$ cat config.mk
export PLATFORM = sky130hd
export DESIGN_NAME = dmi_core_bridge
export DESIGN_NICKNAME = d
export VERILOG_FILES = /design/src/rtl/dmi_pkg.sv /design/src/rtl/rvsync_pulse.sv /design/src/rtl/dmi_core_bridge.sv
export SDC_FILE = /design/constraint.sdc
export NUM_CORES = 1
export LEC_CHECK = 0
export ABC_AREA = 1
export BUFFER_PORTS_ARGS = -buffer_cell sky130_fd_sc_hd__buf_2
export CAP_MARGIN = 20
export CORE_UTILIZATION = 51
export DETAILED_ROUTE_END_ITERATION = 12
export PLACE_DENSITY = 0.85
export SETUP_SLACK_MARGIN = 0.4
export SLEW_MARGIN = 30
export SYNTH_ARGS = -nofsm -noshare
export SYNTH_HDL_FRONTEND = slang
export SYNTH_SLANG_ARGS = --single-unit
$ cat constraint.sdc
create_clock -name clock -period 2.72 [get_ports clock]
set_input_delay 0.136 -clock clock [delete_from_list [all_inputs] [get_ports clock]]
set_output_delay 0.136 -clock clock [all_outputs]
set_load 0.01 [all_outputs]
$ cat src/rtl/dmi_pkg.sv
// rtl/dmi_pkg.sv - shared DMI constants, FSM state type and status helper
//
// Purpose: common definitions for the core-clock DMI bridge.
// Contents: DMI field widths, DMI op status codes, bridge FSM state enum,
//           escalate() which merges a new status into the sticky status.
package dmi_pkg;

  localparam int DMI_ADDR_W = 7;
  localparam int DMI_DATA_W = 32;

  localparam logic [1:0] OP_SUCCESS = 2'd0;
  localparam logic [1:0] OP_FAILED  = 2'd2;
  localparam logic [1:0] OP_BUSY    = 2'd3;

  typedef enum logic [1:0] {
    ST_IDLE = 2'd0,
    ST_REQ  = 2'd1,
    ST_RESP = 2'd2
  } dmi_state_e;

  // The op codes are ordered by severity (0 < 2 < 3), so the sticky status
  // escalates by taking the larger code and never moves back down.
  function automatic logic [1:0] escalate(input logic [1:0] cur, input logic [1:0] op);
    return (op > cur) ? op : cur;
  endfunction

endpackage

$ cat src/rtl/rvsync_pulse.sv
// rtl/rvsync_pulse.sv - level synchronizer with rising-edge strobe output
//
// Purpose: brings an asynchronous level into the i_clk domain through a
//          STAGES-deep flop chain and emits a one-cycle strobe on its rise.
// Ports:
//   i_clk    in  1  destination clock
//   i_rst_n  in  1  synchronous active-low reset
//   i_level  in  1  asynchronous level
//   o_pulse  out 1  one-cycle strobe on the synchronized rising edge
module rvsync_pulse #(
  parameter int STAGES = 2
) (
  input  logic i_clk,
  input  logic i_rst_n,
  input  logic i_level,
  output logic o_pulse
);

  logic [STAGES-1:0] r_sync;
  logic              r_prev;

  always_ff @(posedge i_clk) begin
    if (!i_rst_n) begin
      r_sync <= '0;
      r_prev <= 1'b0;
    end else begin
      r_sync <= {r_sync[STAGES-2:0], i_level};
      r_prev <= r_sync[STAGES-1];
    end
  end

  // Decoded from flops only, so the strobe is glitch-free for the consumer.
  assign o_pulse = r_sync[STAGES-1] & ~r_prev;

endmodule

$ cat src/rtl/dmi_core_bridge.sv
// rtl/dmi_core_bridge.sv - TAP-to-Debug-Module request bridge in the core clock
//
// Purpose: synchronizes TAP DMI strobes, issues single-beat Debug Module
//          requests, captures read responses and reports DMI op status.
// Ports:
//   clock, reset                      core clock, synchronous active-low reset
//   io_wr_en/io_rd_en                 TAP request levels (async)
//   io_wr_addr/io_wr_data             quasi-static request address/data
//   io_dmi_reset/io_dmi_hard_reset    async status clear / transaction abort
//   io_rd_data/io_rd_status           last read data, op status incl. busy
//   io_dmi_stat                       sticky status only
//   io_dmi_req_*                      request channel to Debug Module
//   io_dmi_resp_*                     response channel from Debug Module
module dmi_core_bridge
  import dmi_pkg::*;
#(
  parameter int SYNC_STAGES  = 2,
  parameter int RESP_TIMEOUT = 255
) (
  input  logic                  clock,
  input  logic                  reset,
  input  logic                  io_wr_en,
  input  logic                  io_rd_en,
  input  logic [DMI_ADDR_W-1:0] io_wr_addr,
  input  logic [DMI_DATA_W-1:0] io_wr_data,
  input  logic                  io_dmi_reset,
  input  logic                  io_dmi_hard_reset,
  output logic [DMI_DATA_W-1:0] io_rd_data,
  output logic [1:0]            io_rd_status,
  output logic [1:0]            io_dmi_stat,
  output logic                  io_dmi_req_valid,
  input  logic                  io_dmi_req_ready,
  output logic                  io_dmi_req_write,
  output logic [DMI_ADDR_W-1:0] io_dmi_req_addr,
  output logic [DMI_DATA_W-1:0] io_dmi_req_data,
  input  logic                  io_dmi_resp_valid,
  input  logic [DMI_DATA_W-1:0] io_dmi_resp_data,
  input  logic                  io_dmi_resp_err
);

  localparam logic [7:0] LP_TIMEOUT = 8'(RESP_TIMEOUT);

  logic w_en_level;
  logic w_en_pulse;
  logic w_clr_pulse;
  logic w_hard_pulse;

  assign w_en_level = io_wr_en | io_rd_en;

  rvsync_pulse #(.STAGES(SYNC_STAGES)) u_sync_en (
    .i_clk   (clock),
    .i_rst_n (reset),
    .i_level (w_en_level),
    .o_pulse (w_en_pulse)
  );

  rvsync_pulse #(.STAGES(SYNC_STAGES)) u_sync_clr (
    .i_clk   (clock),
    .i_rst_n (reset),
    .i_level (io_dmi_reset),
    .o_pulse (w_clr_pulse)
  );

  rvsync_pulse #(.STAGES(SYNC_STAGES)) u_sync_hard (
    .i_clk   (clock),
    .i_rst_n (reset),
    .i_level (io_dmi_hard_reset),
    .o_pulse (w_hard_pulse)
  );

  // io_wr_en gets its own chain of the same depth so its synchronized value
  // lines up with the en strobe and selects write vs read.
  logic [SYNC_STAGES-1:0] r_wr_sync;

  dmi_state_e            r_state,     w_state_nx;
  logic [1:0]            r_sticky,    w_sticky_nx;
  logic [7:0]            r_cnt,       w_cnt_nx;
  logic [DMI_DATA_W-1:0] r_rd_data,   w_rd_data_nx;
  logic [1:0]            r_rd_status, w_rd_status_nx;
  logic                  r_req_valid, w_req_valid_nx;
  logic                  r_req_write, w_req_write_nx;
  logic [DMI_ADDR_W-1:0] r_req_addr,  w_req_addr_nx;
  logic [DMI_DATA_W-1:0] r_req_data,  w_req_data_nx;
  logic [7:0]            w_cnt_inc;

  assign w_cnt_inc = r_cnt + 8'd1;

  always_comb begin
    w_state_nx     = r_state;
    w_sticky_nx    = r_sticky;
    w_cnt_nx       = r_cnt;
    w_rd_data_nx   = r_rd_data;
    w_req_valid_nx = r_req_valid;
    w_req_write_nx = r_req_write;
    w_req_addr_nx  = r_req_addr;
    w_req_data_nx  = r_req_data;

    case (r_state)
      ST_IDLE: begin
        // A pending error blocks new requests; a same-cycle clear also drops it.
        if (w_en_pulse && (r_sticky == OP_SUCCESS) && !w_clr_pulse) begin
          w_req_addr_nx  = io_wr_addr;
          w_req_data_nx  = io_wr_data;
          w_req_write_nx = r_wr_sync[SYNC_STAGES-1];
          w_req_valid_nx = 1'b1;
          w_state_nx     = ST_REQ;
        end
      end
      ST_REQ: begin
        if (io_dmi_req_ready) begin
          w_req_valid_nx = 1'b0;
          w_cnt_nx       = 8'd0;
          w_state_nx     = ST_RESP;
        end
      end
      ST_RESP: begin
        if (io_dmi_resp_valid) begin
          w_state_nx = ST_IDLE;
          if (io_dmi_resp_err) begin
            w_sticky_nx = escalate(w_sticky_nx, OP_FAILED);
          end else if (!r_req_write) begin
            w_rd_data_nx = io_dmi_resp_data;
          end
        end else if (w_cnt_inc == LP_TIMEOUT) begin
          w_state_nx  = ST_IDLE;
          w_cnt_nx    = 8'd0;
          w_sticky_nx = escalate(w_sticky_nx, OP_FAILED);
        end else begin
          w_cnt_nx = w_cnt_inc;
        end
      end
      default: w_state_nx = ST_IDLE;
    endcase

    // Overrun: the TAP asked again before the previous access finished.
    if (w_en_pulse && (r_state != ST_IDLE)) begin
      w_sticky_nx = escalate(w_sticky_nx, OP_BUSY);
    end

    if (w_clr_pulse) begin
      w_sticky_nx = OP_SUCCESS;
    end

    if (w_hard_pulse) begin
      w_state_nx     = ST_IDLE;
      w_req_valid_nx = 1'b0;
      w_sticky_nx    = OP_SUCCESS;
      w_cnt_nx       = 8'd0;
    end

    // Status is computed from next-state values so the output stays registered.
    w_rd_status_nx = (w_state_nx != ST_IDLE) ? OP_BUSY : w_sticky_nx;
  end

  always_ff @(posedge clock) begin
    if (!reset) begin
      r_wr_sync   <= '0;
      r_state     <= ST_IDLE;
      r_sticky    <= OP_SUCCESS;
      r_cnt       <= 8'd0;
      r_rd_data   <= '0;
      r_rd_status <= OP_SUCCESS;
      r_req_valid <= 1'b0;
      r_req_write <= 1'b0;
      r_req_addr  <= '0;
      r_req_data  <= '0;
    end else begin
      r_wr_sync   <= {r_wr_sync[SYNC_STAGES-2:0], io_wr_en};
      r_state     <= w_state_nx;
      r_sticky    <= w_sticky_nx;
      r_cnt       <= w_cnt_nx;
      r_rd_data   <= w_rd_data_nx;
      r_rd_status <= w_rd_status_nx;
      r_req_valid <= w_req_valid_nx;
      r_req_write <= w_req_write_nx;
      r_req_addr  <= w_req_addr_nx;
      r_req_data  <= w_req_data_nx;
    end
  end

  assign io_rd_data       = r_rd_data;
  assign io_rd_status     = r_rd_status;
  assign io_dmi_stat      = r_sticky;
  assign io_dmi_req_valid = r_req_valid;
  assign io_dmi_req_write = r_req_write;
  assign io_dmi_req_addr  = r_req_addr;
  assign io_dmi_req_data  = r_req_data;

endmodule
==> results of run 1 <==
[flip-flops by register name (all words and copies together), names as in the netlist]
register,count
r_state,2
io_dmi_stat,2
r_wr_sync,2
io_rd_status,2
io_rd_data,32
u_sync_clr.r_sync,2
io_dmi_req_valid,1
u_sync_clr.r_prev,1
io_dmi_req_data,32
io_dmi_req_write,1
u_sync_hard.r_prev,1
io_dmi_req_addr,7
r_cnt,8
u_sync_en.r_sync,2
u_sync_hard.r_sync,2
u_sync_en.r_prev,1
[worst max-delay path: cells and delay by family, from the launching register on]
kind	cells	cell delay, ps
simple gates	3	800
compound gates	1	220
flops	1	330
buf+inv	2	450
[through the flow]
stage / power (mW) / hold slack, ps / area, µm²
2_1_floorplan: 1.725 / 233.6 / 3656
3_3_place_gp: 1.856 / 322.1 / 4499
3_5_place_dp: 1.870 / 324.3 / 4499
4_1_cts: 2.751 / 0.1709 / 4778
5_1_grt: 2.855 / 2.414 / 4792
6_report: 2.724 / 9.769 / 4792
[cell type report]
cell class | instances | area [µm²] | area share, %
sequential | 98 | 1962 | 40.94
multi-input combinational | 322 | 1471 | 30.70
timing repair buffer | 171 | 918.4 | 19.16
clock buffer | 12 | 165.2 | 3.446
inverter | 34 | 131.4 | 2.742
tap | 96 | 120.1 | 2.507
clock inverter | 3 | 23.77 | 0.4961
[cell usage in the layout, fill, tap and decap left out]
cell type	Yosys	final
nor4_1	1	1
nor4_4	1	1
nor3_1	1	1
a21oi_2	1	1
clkinvlp_4	0	3
nor2_1	157	157
nand4_1	6	6
inv_1	32	31
a21oi_1	11	11
ha_1	2	2
clkinv_4	0	1
buf_4	0	5
nand2_2	5	5
nand2_1	43	43
nor2_2	1	1
o21a_1	1	1
nand2_4	2	2
nand3_2	2	2
clkbuf_8	0	12
nand3_1	7	7
buf_2	7	156
inv_2	1	1
nor2_4	3	3
dfxtp_1	98	98
clkinv_1	1	1
o21ai_0	75	75
dlygate4sd3_1	0	10
o21bai_2	2	2
a21boi_0	1	1
[per-layer routing]
layer  GRT usage, %  vias up  routed length (µm)  part of all wire [%]
li1               -     1821                   -                     -
met1          28.55     1582                3665                    41
met2          42.57      105                4484                    51
met3          7.429       14                 578                   6.5
met4          8.333        0                 139                   1.6
met5              0        -                   0                     0
[what timing repair did]
item / CTS / global route
gates resized for setup: 0 / 1
hold endpoints to repair: 8 / 1
setup endpoints to repair: 0 / 21
hold buffers: 9 / 1
buffers inserted: 0 / 0
[worst max-delay path by stage]
stage                               end  slack, ps  cells past startpoint
floorplan               io_rd_status[0]       1180                     12
global placement    io_dmi_req_data[14]        970                      7
detailed placement   io_dmi_req_addr[4]        810                      7
CTS                  io_dmi_req_addr[4]        800                      7
global route             io_rd_data[18]        550                      5
finish              io_dmi_req_data[12]        810                      6
[power breakdown]
part / internal [mW] / total, mW / switching [mW]
Clock: 0.405 / 0.878 / 0.473
Combinational: 0.140 / 0.313 / 0.174
Sequential: 1.50 / 1.53 / 0.0325
[logic make-up (layout without fill, tap and decap cells)]
group,Yosys count,after routing,synth area share [%]
and+or+nand+nor,229,229,26.52
adders and majority gates,2,2,0.6844
buffers and inverters,57,220,6.091
AOI/OAI and AO/OA,91,91,13.04
DFF,98,98,53.66
==> flow_summary.yaml, run 1 <==
worst_setup_path:
  crit_slowest_cell: "nand3_1"
  startpoint: "u_sync_en.r_sync[1]"
  crit_fanout: 28
  cp_slowest_stage_delay_ps: 480
  start_kind: "flop"
  end_kind: "flop"
  crit_required_ps: 2960
  crit_arrival_ps: 2150
  timing.rr.start: "u_sync_en.r_sync[1]"
  r2r_cells: 6
  crit_chain: "inv_1 -> nor4_1 -> nand3_1 -> buf_4 -> o21ai_0 -> nor2_1"
  reg2reg_to: "io_dmi_req_data[12]"
  r2r_setup_slack_ps: 810
  critical_path_class: "flop to flop"
timing:
  relSlewSlack_pct: 55.09
  finClkSkew_ps: 10.69
  fin_crit_sh_pct: 70.24
  max_clock_freq_mhz: 523.5
  setup_viol_count_final: 0
  rsz0062_at_grt: "false"
  slew_viol_final: 0
  period_minus_slack_ps: 1910
  fin_ws_ps: 809.6
  setup_tns_ps: 0
  finalHoldViolCount: 0
  worstMarginPinSlew_ps: 673.7
floorplan:
  core_area_um2: 6869
  die_h_um: 86.67
  start_util_pct: 53.22
  pin_count: 157
  rows: 30
  dieArea_um2: 7511
  die_x_um: 86.67
layout:
  drive_above_1_share_pct: 30.47
  n_antenna_cell: 0
  syn_to_final_growth_pct: 31.07
  final_util_pct: 69.76
  nets: 718
  nFillCells: 614
  layoutNonFillerInstCount: 736
clocking:
  cts_tree: "done"
  cts_buffer_depth: 2
  root_buffer: "clkbuf_8"
  insertion_delay_ps: 350
  cts_buffers: 9
  clkTransAtPathRegs_ps: 90
  cts_sinks: 98
  htree_levels: 3
placement:
  place.gp.congestion: 0.7888
  dp_slack_ps: 809.9
  placed_cells: 711
  dp_hpwl_mm: 6.214
  port_buffers: 156
yosys:
  ys_async_sr_fraction_pct: 0
  synth-warning-count: 0
  avgSynthCellArea_um2: 7.665
  dominantRegCellSynth: "dfxtp_1"
  yosysMostFrequentCell: "nor2_1"
  synth_top_cell_area_share_pct: 53.66
  synthDistinctLibCells: 26
  netlist_instances: 477
  synth_enable_flop_cells: 0
  ys_top_cells_by_count: "nor2_1, dfxtp_1, o21ai_0, nand2_1, inv_1"
  synth_area_leaders: "dfxtp_1, nor2_1, o21ai_0, nand2_1, inv_1"
  yosys_register_bits: 98
  yosys.area.top_type: "dfxtp_1"
  synth_seq_area_share_pct: 53.66
  syn_nets: 559
  syn_area_um2: 3656
drt:
  viasPerCell: 4.785
  drt-wirelength-per-cell_um: 12.05
  drt-pass1-iter-count: 4
  drt_iter0_markers: 142
  postRouteWirelength_mm: 8.867
  vias: 3522
  antenna_left: 0
  drc: 0
global_routing:
  grt_pass1_vias: 3210
  grt_first_pass_wirelength_mm: 14.45
  antenna_found_initial: 0
  grt_max_degree: 84
  overflow: 0
  grt_use_total_pct: 24.43
hold_path:
  whs_path_depth: 3
  hold_class: "primary input to flop"
  hp-start: "io_dmi_resp_data[7]"
  worst_hold_path.endpoint: "io_rd_data[7]"
outcome:
  status: "finished clean"
flow_run:
  max_cap_viol_count: 0
pwr:
  vdd_drop_max_mv: 0.3769
  p_leak_nw: 2.438
  pwr_density_cell_nw_per_um2: 568.4
Power figures use the tool's default switching activity.
==> inputs of run 2 (changes only) <==
--- a/config.mk
+++ b/config.mk
@@ -8,9 +8,9 @@
 export ABC_AREA = 1
 export BUFFER_PORTS_ARGS = -buffer_cell sky130_fd_sc_hd__buf_2
 export CAP_MARGIN = 20
-export CORE_UTILIZATION = 51
+export CORE_UTILIZATION = 43
 export DETAILED_ROUTE_END_ITERATION = 12
-export PLACE_DENSITY = 0.85
+export PLACE_DENSITY = 0.76
 export SETUP_SLACK_MARGIN = 0.4
 export SLEW_MARGIN = 30
 export SYNTH_ARGS = -nofsm -noshare
==> constraint.sdc (replaced) <==
create_clock -name clock -period 1.7 [get_ports clock]
set_input_delay 0.085 -clock clock [delete_from_list [all_inputs] [get_ports clock]]
set_output_delay 0.085 -clock clock [all_outputs]
set_load 0.01 [all_outputs]
==> flow_summary.yaml, run 2 (synthesized netlist as in run 1, its figures left out) <==
outcome:
  status: "finished clean"
timing:
  finClkSkew_ps: 13.90
  max_clock_freq_mhz: 636.1
  setup_tns_ps: 0
  finalHoldViolCount: 0
  rsz0062_at_grt: "true"
  relSlewSlack_pct: 56.07
  slew_viol_final: 0
  period_minus_slack_ps: 1572
  worstMarginPinSlew_ps: 658.9
  whs_ps: 6.093
  fin_crit_sh_pct: 92.48
  setup_viol_count_final: 0
global_routing:
  antenna_found_initial: 0
  grt_pass1_vias: 4371
  grt_use_total_pct: 30.96
  overflow: 0
  grt_max_degree: 84
  grt_first_pass_wirelength_mm: 20.84
clocking:
  cts_sinks: 98
  clkTransAtPathRegs_ps: 90
  root_buffer: "clkbuf_8"
  htree_levels: 3
  cts_tree: "done"
  insertion_delay_ps: 360
  cts_buffer_depth: 2
  cts_buffers: 9
layout:
  regArea_um2: 1988
  final_util_pct: 81.29
  multi_input_area_um2: 1999
  nFillCells: 469
  final_common_cell: "buf_2"
  n_antenna_cell: 0
  nets: 822
  drive_above_1_share_pct: 47.65
  syn_to_final_growth_pct: 82.68
  layoutNonFillerInstCount: 850
  mostFrequentLayoutCells: "buf_2, nor2_1, dfxtp_1, dlygate4sd3_1, nand2_1"
worst_setup_path:
  end_kind: "flop"
  critical_path_class: "flop to flop"
  cpMostUsedCell: "buf_4"
  crit_chain: "ha_4 -> inv_2 -> nand2_2 -> buf_4 -> buf_4 -> buf_4 -> buf_4 -> buf_4 -> nand4_1 -> a21oi_1"
  cp_top_family: "buffers and inverters"
  crit_slowest_cell: "dfxtp_4"
  crit_arrival_ps: 1810
  cp_num_buf_inv: 6
  crit_required_ps: 1940
  cp_slowest_stage_delay_ps: 380
  start_kind: "flop"
  crit_fanout: 5
drt:
  drc: 0
  drt_iter0_markers: 218
  antenna_left: 0
  vias: 4323
  drt-wirelength-per-cell_um: 16.71
  viasPerCell: 5.086
  postRouteWirelength_mm: 14.20
  drt-pass1-iter-count: 5
placement:
  port_buffers: 156
  dp_hpwl_mm: 5.940
  placed_cells: 722
  place.gp.congestion: 0.8320
pwr:
  power.total_mw: 4.961
  pwr_density_cell_nw_per_um2: 742.8
  p_leak_nw: 3.090
  vdd_drop_max_mv: 0.4298
floorplan:
  pin_count: 157
  die_h_um: 94.21
  dieArea_um2: 8876
  core_area_um2: 8217
  die_x_um: 94.21
  rows: 33
  start_util_pct: 44.50
flow_run:
  max_cap_viol_count: 0
hold_path:
  hold_class: "primary input to flop"
-- run 2: layout make-up --
type	count	area share, %
inverters	34	2.342
clock inverters	5	0.9554
repair buffers	273	32.91
flip-flops and latches	98	29.77
multi-input cells	324	29.94
well taps	105	1.967
clock buffers	11	2.117
-- run 2: per-layer routing --
layer,global-route usage (%),part of all wire [%],up-vias
met5,0,0,-
met4,16.03,3.0,0
met3,6.230,5.6,34
met2,56.58,53,198
met1,33.27,38,2037
li1,-,-,2054
-- run 2: metrics by stage --
stage | area (µm²) | setup slack (ps)
after floorplan | 3684 | 286.1
after global placement | 4566 | 206.1
after detailed placement | 4566 | 162.9
after CTS | 6324 | 195.0
after global routing | 6679 | 54.44
final | 6679 | 127.8
-- run 2: final timing paths --
kind	start	endpoint	slack [ps]	cells after the start
max reg2reg	r_cnt[1]	r_cnt[2]	130	10
min	io_wr_data[24]	io_dmi_req_data[24]	6	3
min reg2reg	u_sync_hard.r_sync[0]	u_sync_hard.r_sync[1]	420	2
max	r_cnt[1]	r_cnt[2]	130	10
-- run 2: what timing repair did --
action	in CTS	in global routing
setup buffers	17	5
hold buffers	73	0
gates resized for setup	138	108
gates cloned	15	2
pin swaps	23	53
endpoints found under the hold margin	72	0
endpoints found under the setup margin	86	88
-- run 2: report_power, final --
part	internal, mW	switching, mW
clock	0.730	0.824
combinational	0.490	0.443
sequential	2.40	0.0754
total	3.62	1.34
-- run 2: worst min-delay path: cells and delay by family --
kind,cells,cell delay [ps]
AO/OA/AOI/OAI,1,70
AND/OR/NAND/NOR,1,90
buffers and inverters,1,70
